`src/rtl/dma_ch_sched.sv`:
```
// Round-robin scheduler sharing one read-command and one write-command DMA engine among N_CH channels.
// Optional watchdog with err output: define DMA_SCHED_TIMEOUT_EN.
module dma_ch_sched #(
   parameter int C_AXI_DATA_WIDTH = 32,
   parameter int N_CH             = 4,
   parameter int TIMEOUT_CYCLES   = 65535
) (
   input  logic                           clk,
   input  logic                           rst_n,
   input  logic [N_CH-1:0]                ch_req,
   input  logic [N_CH*C_AXI_DATA_WIDTH-1:0] ch_src_addr,
   input  logic [N_CH*C_AXI_DATA_WIDTH-1:0] ch_dst_addr,
   input  logic [N_CH*16-1:0]             ch_size,
   output logic [N_CH-1:0]                ch_ack,
   output logic [N_CH-1:0]                ch_done,
   output logic                           rd_start,
   output logic [C_AXI_DATA_WIDTH-1:0]    rd_src_addr,
   output logic [15:0]                    rd_size,
   input  logic                           rd_done,
   output logic                           wr_start,
   output logic [C_AXI_DATA_WIDTH-1:0]    wr_dst_addr,
   output logic [15:0]                    wr_size,
   input  logic                           wr_done,
   output logic                           busy,
   output logic [2:0]                     cur_ch
`ifdef DMA_SCHED_TIMEOUT_EN
   ,
   output logic                           err
`endif
);

   localparam logic [1:0] S_IDLE  = 2'd0;
   localparam logic [1:0] S_ISSUE = 2'd1;
   localparam logic [1:0] S_WAIT  = 2'd2;
   localparam logic [1:0] S_DONE  = 2'd3;

   if (N_CH < 2 || N_CH > 8 || TIMEOUT_CYCLES < 1) begin : g_bad_cfg
      $error("dma_ch_sched: N_CH must be 2..8 and TIMEOUT_CYCLES >= 1");
   end

   logic [1:0]                  state;
   logic [2:0]                  last_grant;
   logic                        rd_seen;
   logic                        wr_seen;
   logic                        any_req;
   logic                        any_hi;
   logic [2:0]                  win_hi;
   logic [2:0]                  win_lo;
   logic [2:0]                  winner;
   logic [N_CH-1:0]             win_oh;
   logic [N_CH-1:0]             cur_oh;
   logic [C_AXI_DATA_WIDTH-1:0] sel_src;
   logic [C_AXI_DATA_WIDTH-1:0] sel_dst;
   logic [15:0]                 sel_size;
   logic                        both_done;
`ifdef DMA_SCHED_TIMEOUT_EN
   logic [31:0]                 wdog;
`endif

   // Two-pass priority: lowest requester above last_grant, else lowest at or below it.
   always_comb begin
      any_hi = 1'b0;
      win_hi = '0;
      win_lo = '0;
      for (int unsigned c = N_CH; c > 0; c--) begin
         if (ch_req[c-1] && (c-1) > 32'(last_grant)) begin
            any_hi = 1'b1;
            win_hi = 3'(c-1);
         end
         if (ch_req[c-1] && (c-1) <= 32'(last_grant)) begin
            win_lo = 3'(c-1);
         end
      end
      winner  = any_hi ? win_hi : win_lo;
      any_req = |ch_req;
   end

   always_comb begin
      win_oh   = '0;
      cur_oh   = '0;
      sel_src  = '0;
      sel_dst  = '0;
      sel_size = '0;
      for (int unsigned c = 0; c < N_CH; c++) begin
         if (winner == 3'(c)) begin
            win_oh[c] = 1'b1;
            sel_src   = ch_src_addr[c*C_AXI_DATA_WIDTH +: C_AXI_DATA_WIDTH];
            sel_dst   = ch_dst_addr[c*C_AXI_DATA_WIDTH +: C_AXI_DATA_WIDTH];
            sel_size  = ch_size[c*16 +: 16];
         end
         if (cur_ch == 3'(c)) begin
            cur_oh[c] = 1'b1;
         end
      end
      both_done = (rd_seen | rd_done) & (wr_seen | wr_done);
   end

   // ch_done is registered on the WAIT->DONE edge so it appears one cycle after the final done pulse.
   always_ff @(posedge clk or negedge rst_n) begin
      if (!rst_n) begin
         state       <= S_IDLE;
         last_grant  <= 3'(N_CH-1);
         rd_seen     <= 1'b0;
         wr_seen     <= 1'b0;
         ch_ack      <= '0;
         ch_done     <= '0;
         rd_start    <= 1'b0;
         wr_start    <= 1'b0;
         rd_src_addr <= '0;
         wr_dst_addr <= '0;
         rd_size     <= '0;
         wr_size     <= '0;
         busy        <= 1'b0;
         cur_ch      <= '0;
`ifdef DMA_SCHED_TIMEOUT_EN
         wdog        <= '0;
         err         <= 1'b0;
`endif
      end else begin
         ch_ack   <= '0;
         ch_done  <= '0;
         rd_start <= 1'b0;
         wr_start <= 1'b0;
`ifdef DMA_SCHED_TIMEOUT_EN
         err      <= 1'b0;
`endif
         case (state)
            S_IDLE: begin
               if (any_req) begin
                  rd_src_addr <= sel_src;
                  wr_dst_addr <= sel_dst;
                  rd_size     <= sel_size;
                  wr_size     <= sel_size;
                  cur_ch      <= winner;
                  ch_ack      <= win_oh;
                  busy        <= 1'b1;
                  state       <= S_ISSUE;
               end
            end
            S_ISSUE: begin
               rd_start <= 1'b1;
               wr_start <= 1'b1;
`ifdef DMA_SCHED_TIMEOUT_EN
               wdog     <= '0;
`endif
               state    <= S_WAIT;
            end
            S_WAIT: begin
               if (rd_done) rd_seen <= 1'b1;
               if (wr_done) wr_seen <= 1'b1;
               if (both_done) begin
                  ch_done <= cur_oh;
                  state   <= S_DONE;
               end
`ifdef DMA_SCHED_TIMEOUT_EN
               else if (wdog == 32'(TIMEOUT_CYCLES-1)) begin
                  ch_done <= cur_oh;
                  err     <= 1'b1;
                  state   <= S_DONE;
               end else begin
                  wdog <= wdog + 32'd1;
               end
`endif
            end
            S_DONE: begin
               last_grant <= cur_ch;
               rd_seen    <= 1'b0;
               wr_seen    <= 1'b0;
               busy       <= 1'b0;
               state      <= S_IDLE;
            end
            default: state <= S_IDLE;
         endcase
      end
   end

endmodule

```
`config.mk`:
```
export PLATFORM = sky130hd
export DESIGN_NAME = dma_ch_sched
export DESIGN_NICKNAME = d
export VERILOG_FILES = /design/src/rtl/dma_ch_sched.sv
export SDC_FILE = /design/constraint.sdc
export NUM_CORES = 1
export LEC_CHECK = 0
export CAP_MARGIN = 20
export CORE_AREA = 2 2 172 174
export CTS_CLUSTER_SIZE = 40
export DETAILED_ROUTE_END_ITERATION = 6
export DIE_AREA = 0 0 174 176
export SYNTH_ARGS = -nofsm -noshare
export SYNTH_HDL_FRONTEND = slang
export SYNTH_SLANG_ARGS = --single-unit
```
`constraint.sdc`:
```
create_clock -name clk -period 5.3 [get_ports clk]
set_input_delay 0.53 -clock clk [delete_from_list [all_inputs] [get_ports clk]]
set_output_delay 0.53 -clock clk [all_outputs]
set_load 0.01 [all_outputs]
```
==> flow_summary.json <==
{
  "outcome": "finished, final reports clean",
  "ys_top_cells_by_area": "dfrtp_1 37%, a211oi_2 18%, mux2i_1 17%",
  "slew_headroom": 0.385,
  "ys_warn_count": 0,
  "dp_hpwl_microns": 20300,
  "finalSetupTns_ns": 0,
  "gp_congestion": 0.800,
  "antenna_found_initial": 0,
  "power_density_nw_per_um2": 461,
  "ios": 438,
  "ys_seq_area_frac": 0.376,
  "setup_violations": 0,
  "arrival_ns": 3.37,
  "fin_util": 0.396,
  "crit_type": "in2reg",
  "ir_worst_vdd_mv": 0.356,
  "cts_root_buffer": "clkbuf_16",
  "use_met2": 0.292,
  "synth_fa_ha_area_frac": 0.00767,
  "clkTransAtPathRegs_ns": 0.08,
  "route.vias.total": 6187,
  "nNetsFinal": 1318,
  "grt_overflow_total": 0,
  "grt.busiest_layer": "met2",
  "synth_xor_area_frac": 0,
  "layout-drive-gt1-share": 0.134,
  "crit_required_ns": 5.55,
  "critical_path.max_fanout": 42,
  "use_met1": 0.192,
  "cp_common_cell": "a211oi_2",
  "path_buf_inv": 3,
  "grt_max_degree": 64,
  "placement.io_buffers": 436,
  "synthDistinctLibCells": 33,
  "die_w_microns": 174,
  "place_ws_ns": 1.80,
  "final_cell_area_sq_um": 11300,
  "die_area_sq_um": 30600,
  "hold_ws_ns": 0.195,
  "synth_largest_area_cell": "dfrtp_1",
  "syn2layout_area_growth_pct": 73.2,
  "synth_edf_count": 0,
  "antenna_cells": 0,
  "initial_core_util": 0.229,
  "post_cts_buffers": 0,
  "grt_usage": 0.165,
  "num_rows": 62,
  "synthArstFlopShare": 1.00,
  "post-route-period-util": 0.587,
  "hp-class": "in2async",
  "cts_sinks": 98,
  "cpPeakStageDelay_ns": 0.65,
  "critPathSlowestCell": "a21o_4",
  "firstDrtPassIters": 4,
  "coreArea_sq_um": 28500,
  "numCtsBuffers": 9,
  "max_cap_viol_count": 0,
  "synth_ff_type": "dfrtp_1",
  "synth_top_family_by_area": "compound AO/OA/AOI/OAI gates",
  "clock_skew_ns": 0.0118,
  "syn_area_per_cell_sq_um": 11.0,
  "met3_usage": 0.0540,
  "syn_area_sq_um": 6530,
  "rsz0062_at_grt": "no",
  "syn-instance-count": 593,
  "netlist.area_leader.share": 0.368,
  "fin_cells": 1375,
  "end_kind": "flip-flop",
  "fmax_mhz": 321,
  "grt_pass1_wl_microns": 39000,
  "p_leak_nw": 4.43,
  "postRouteAntennaNets": 0,
  "yosysMostFrequentCell": "mux2i_1",
  "yosys.area_share.simple": 0.114,
  "worst_slack_ns": 2.19,
  "synth-compound-area-share": 0.239,
  "syn_nets": 925,
  "cts_resized": 0,
  "power_mw": 5.21,
  "tritoncts": "yes",
  "synth_mux_area_frac": 0.178,
  "fp.dieH_microns": 176,
  "insertion_delay_ns": 0.35,
  "viasPerCell": 4.50,
  "grt_pass1_vias": 6582,
  "drc": 0,
  "clockBufferDepth": 2,
  "hold_viol_final": 0,
  "ys_top_cells_by_count": "114 x mux2i_1, 96 x dfrtp_1, 92 x a211oi_2",
  "dp_cells": 1359,
  "worstMarginPinSlew_ns": 0.923,
  "startpoint_type": "primary input",
  "drt-wirelength-per-cell_microns": 18.9,
  "cp_top_family": "buffers and inverters",
  "cts.htree.levels": 3,
  "first_iter_violations": 226,
  "wirelength_microns": 26000,
  "synth_seq_cells": 98,
  "drv_slew": 0,
  "fin_crit_ns": 3.11,
  "cp_cell_sequence": "clkdlybuf4s50_1 -> or4_4 -> nand2_2 -> buf_4 -> a21o_4 -> buf_12 -> a211oi_2 -> a211oi_2",
  "cts_hold_buf": 0,
  "dpl_cell_area_sq_um": 11000
}
metal layers:
metal,vias to the layer above,wire (microns)
li1,2951,-
met1,2894,10300
met2,316,12900
met3,26,2300
met4,0,488
met5,-,0
kinds of logic (layout without fill, tap and decap cells):
kind of cell | count (synthesis) | count (layout)
fa+ha+maj | 4 | 4
flops | 98 | 98
other cells | 1 | 1
compound gates | 143 | 143
buf+inv | 73 | 471
simple gates | 158 | 158
mux | 116 | 116
final timing paths:
path                                             start                          end  slack (ns)  cells after the start
max                                          ch_req[3]  rd_src_addr[22]$_DFFE_PN0P_        2.19                      8
min                                              rst_n  wr_dst_addr[10]$_DFFE_PN0P_        0.20                      1
max reg2reg                  last_grant[1]$_DFFE_PN1P_   wr_dst_addr[8]$_DFFE_PN0P_        2.57                      5
min reg2reg                wr_dst_addr[31]$_DFFE_PN0P_  wr_dst_addr[31]$_DFFE_PN0P_        0.50                      2
max in group asynchronous                        rst_n  rd_src_addr[26]$_DFFE_PN0P_        3.95                      2
min in group clk           wr_dst_addr[31]$_DFFE_PN0P_  wr_dst_addr[31]$_DFFE_PN0P_        0.50                      2
worst register-to-register path, delay by kind of cell, from the launching register on:
family / cells / cell delay (ns)
mux: 1 / 0.43
simple gates: 1 / 0.17
compound gates: 2 / 0.96
buf+inv: 1 / 0.42
flops: 1 / 0.60
final cells by class:
class,instances,area [sq um]
Inverter,5,18.8
Sequential cell,98,2450
Fill cell,2847,17200
Clock inverter,6,66.3
Multi-Input combinational cell,422,3540
Tap cell,384,480
Timing Repair Buffer,450,4500
Clock buffer,10,239
flip-flops by register name (all words and copies together), names as in the netlist:
name         cells
busy             1
ch_ack           4
ch_done          4
cur_ch           2
last_grant       2
rd_seen          1
rd_src_addr     32
state            2
wr_dst_addr     32
wr_seen          1
wr_size         16
wr_start         1
cells in the final DEF, fill, tap and decap left out:
master | Yosys | layout
a211oi_1 | 2 | 2
a211oi_2 | 92 | 92
a21boi_0 | 1 | 1
a21o_4 | 0 | 1
a21oi_1 | 3 | 3
a22o_1 | 2 | 2
a2bb2oi_1 | 1 | 1
and2_1 | 2 | 1
and2_2 | 0 | 1
and3_1 | 1 | 1
and3b_1 | 1 | 1
buf_12 | 0 | 3
buf_4 | 19 | 12
bufinv_16 | 0 | 1
clkbuf_16 | 0 | 9
clkbuf_8 | 0 | 1
clkdlybuf4s50_1 | 0 | 435
clkinv_2 | 0 | 2
clkinv_4 | 0 | 3
conb_1 | 1 | 1
dfrtp_1 | 96 | 96
dfstp_2 | 2 | 2
ha_1 | 4 | 4
inv_1 | 5 | 5
mux2_2 | 2 | 2
mux2i_1 | 114 | 114
nand2_1 | 44 | 44
nand2_2 | 1 | 1
nor2_1 | 56 | 55
nor2_4 | 0 | 1
nor2b_1 | 49 | 49
nor3_1 | 2 | 2
nor4_1 | 1 | 1
o21ai_0 | 4 | 4
o21bai_1 | 1 | 1
o221ai_1 | 33 | 33
o22ai_1 | 2 | 2
o32a_2 | 0 | 1
or4_4 | 1 | 1
power breakdown:
part	internal, mW	switching, mW	leakage (nW)	total [mW]
registers	1.12	0.244	1.15	1.36
logic	1.60	1.56	3.12	3.16
clock network	0.381	0.309	0.152	0.690
total	3.10	2.12	4.43	5.21
Note: power is estimated with default switching activity, not from simulation.
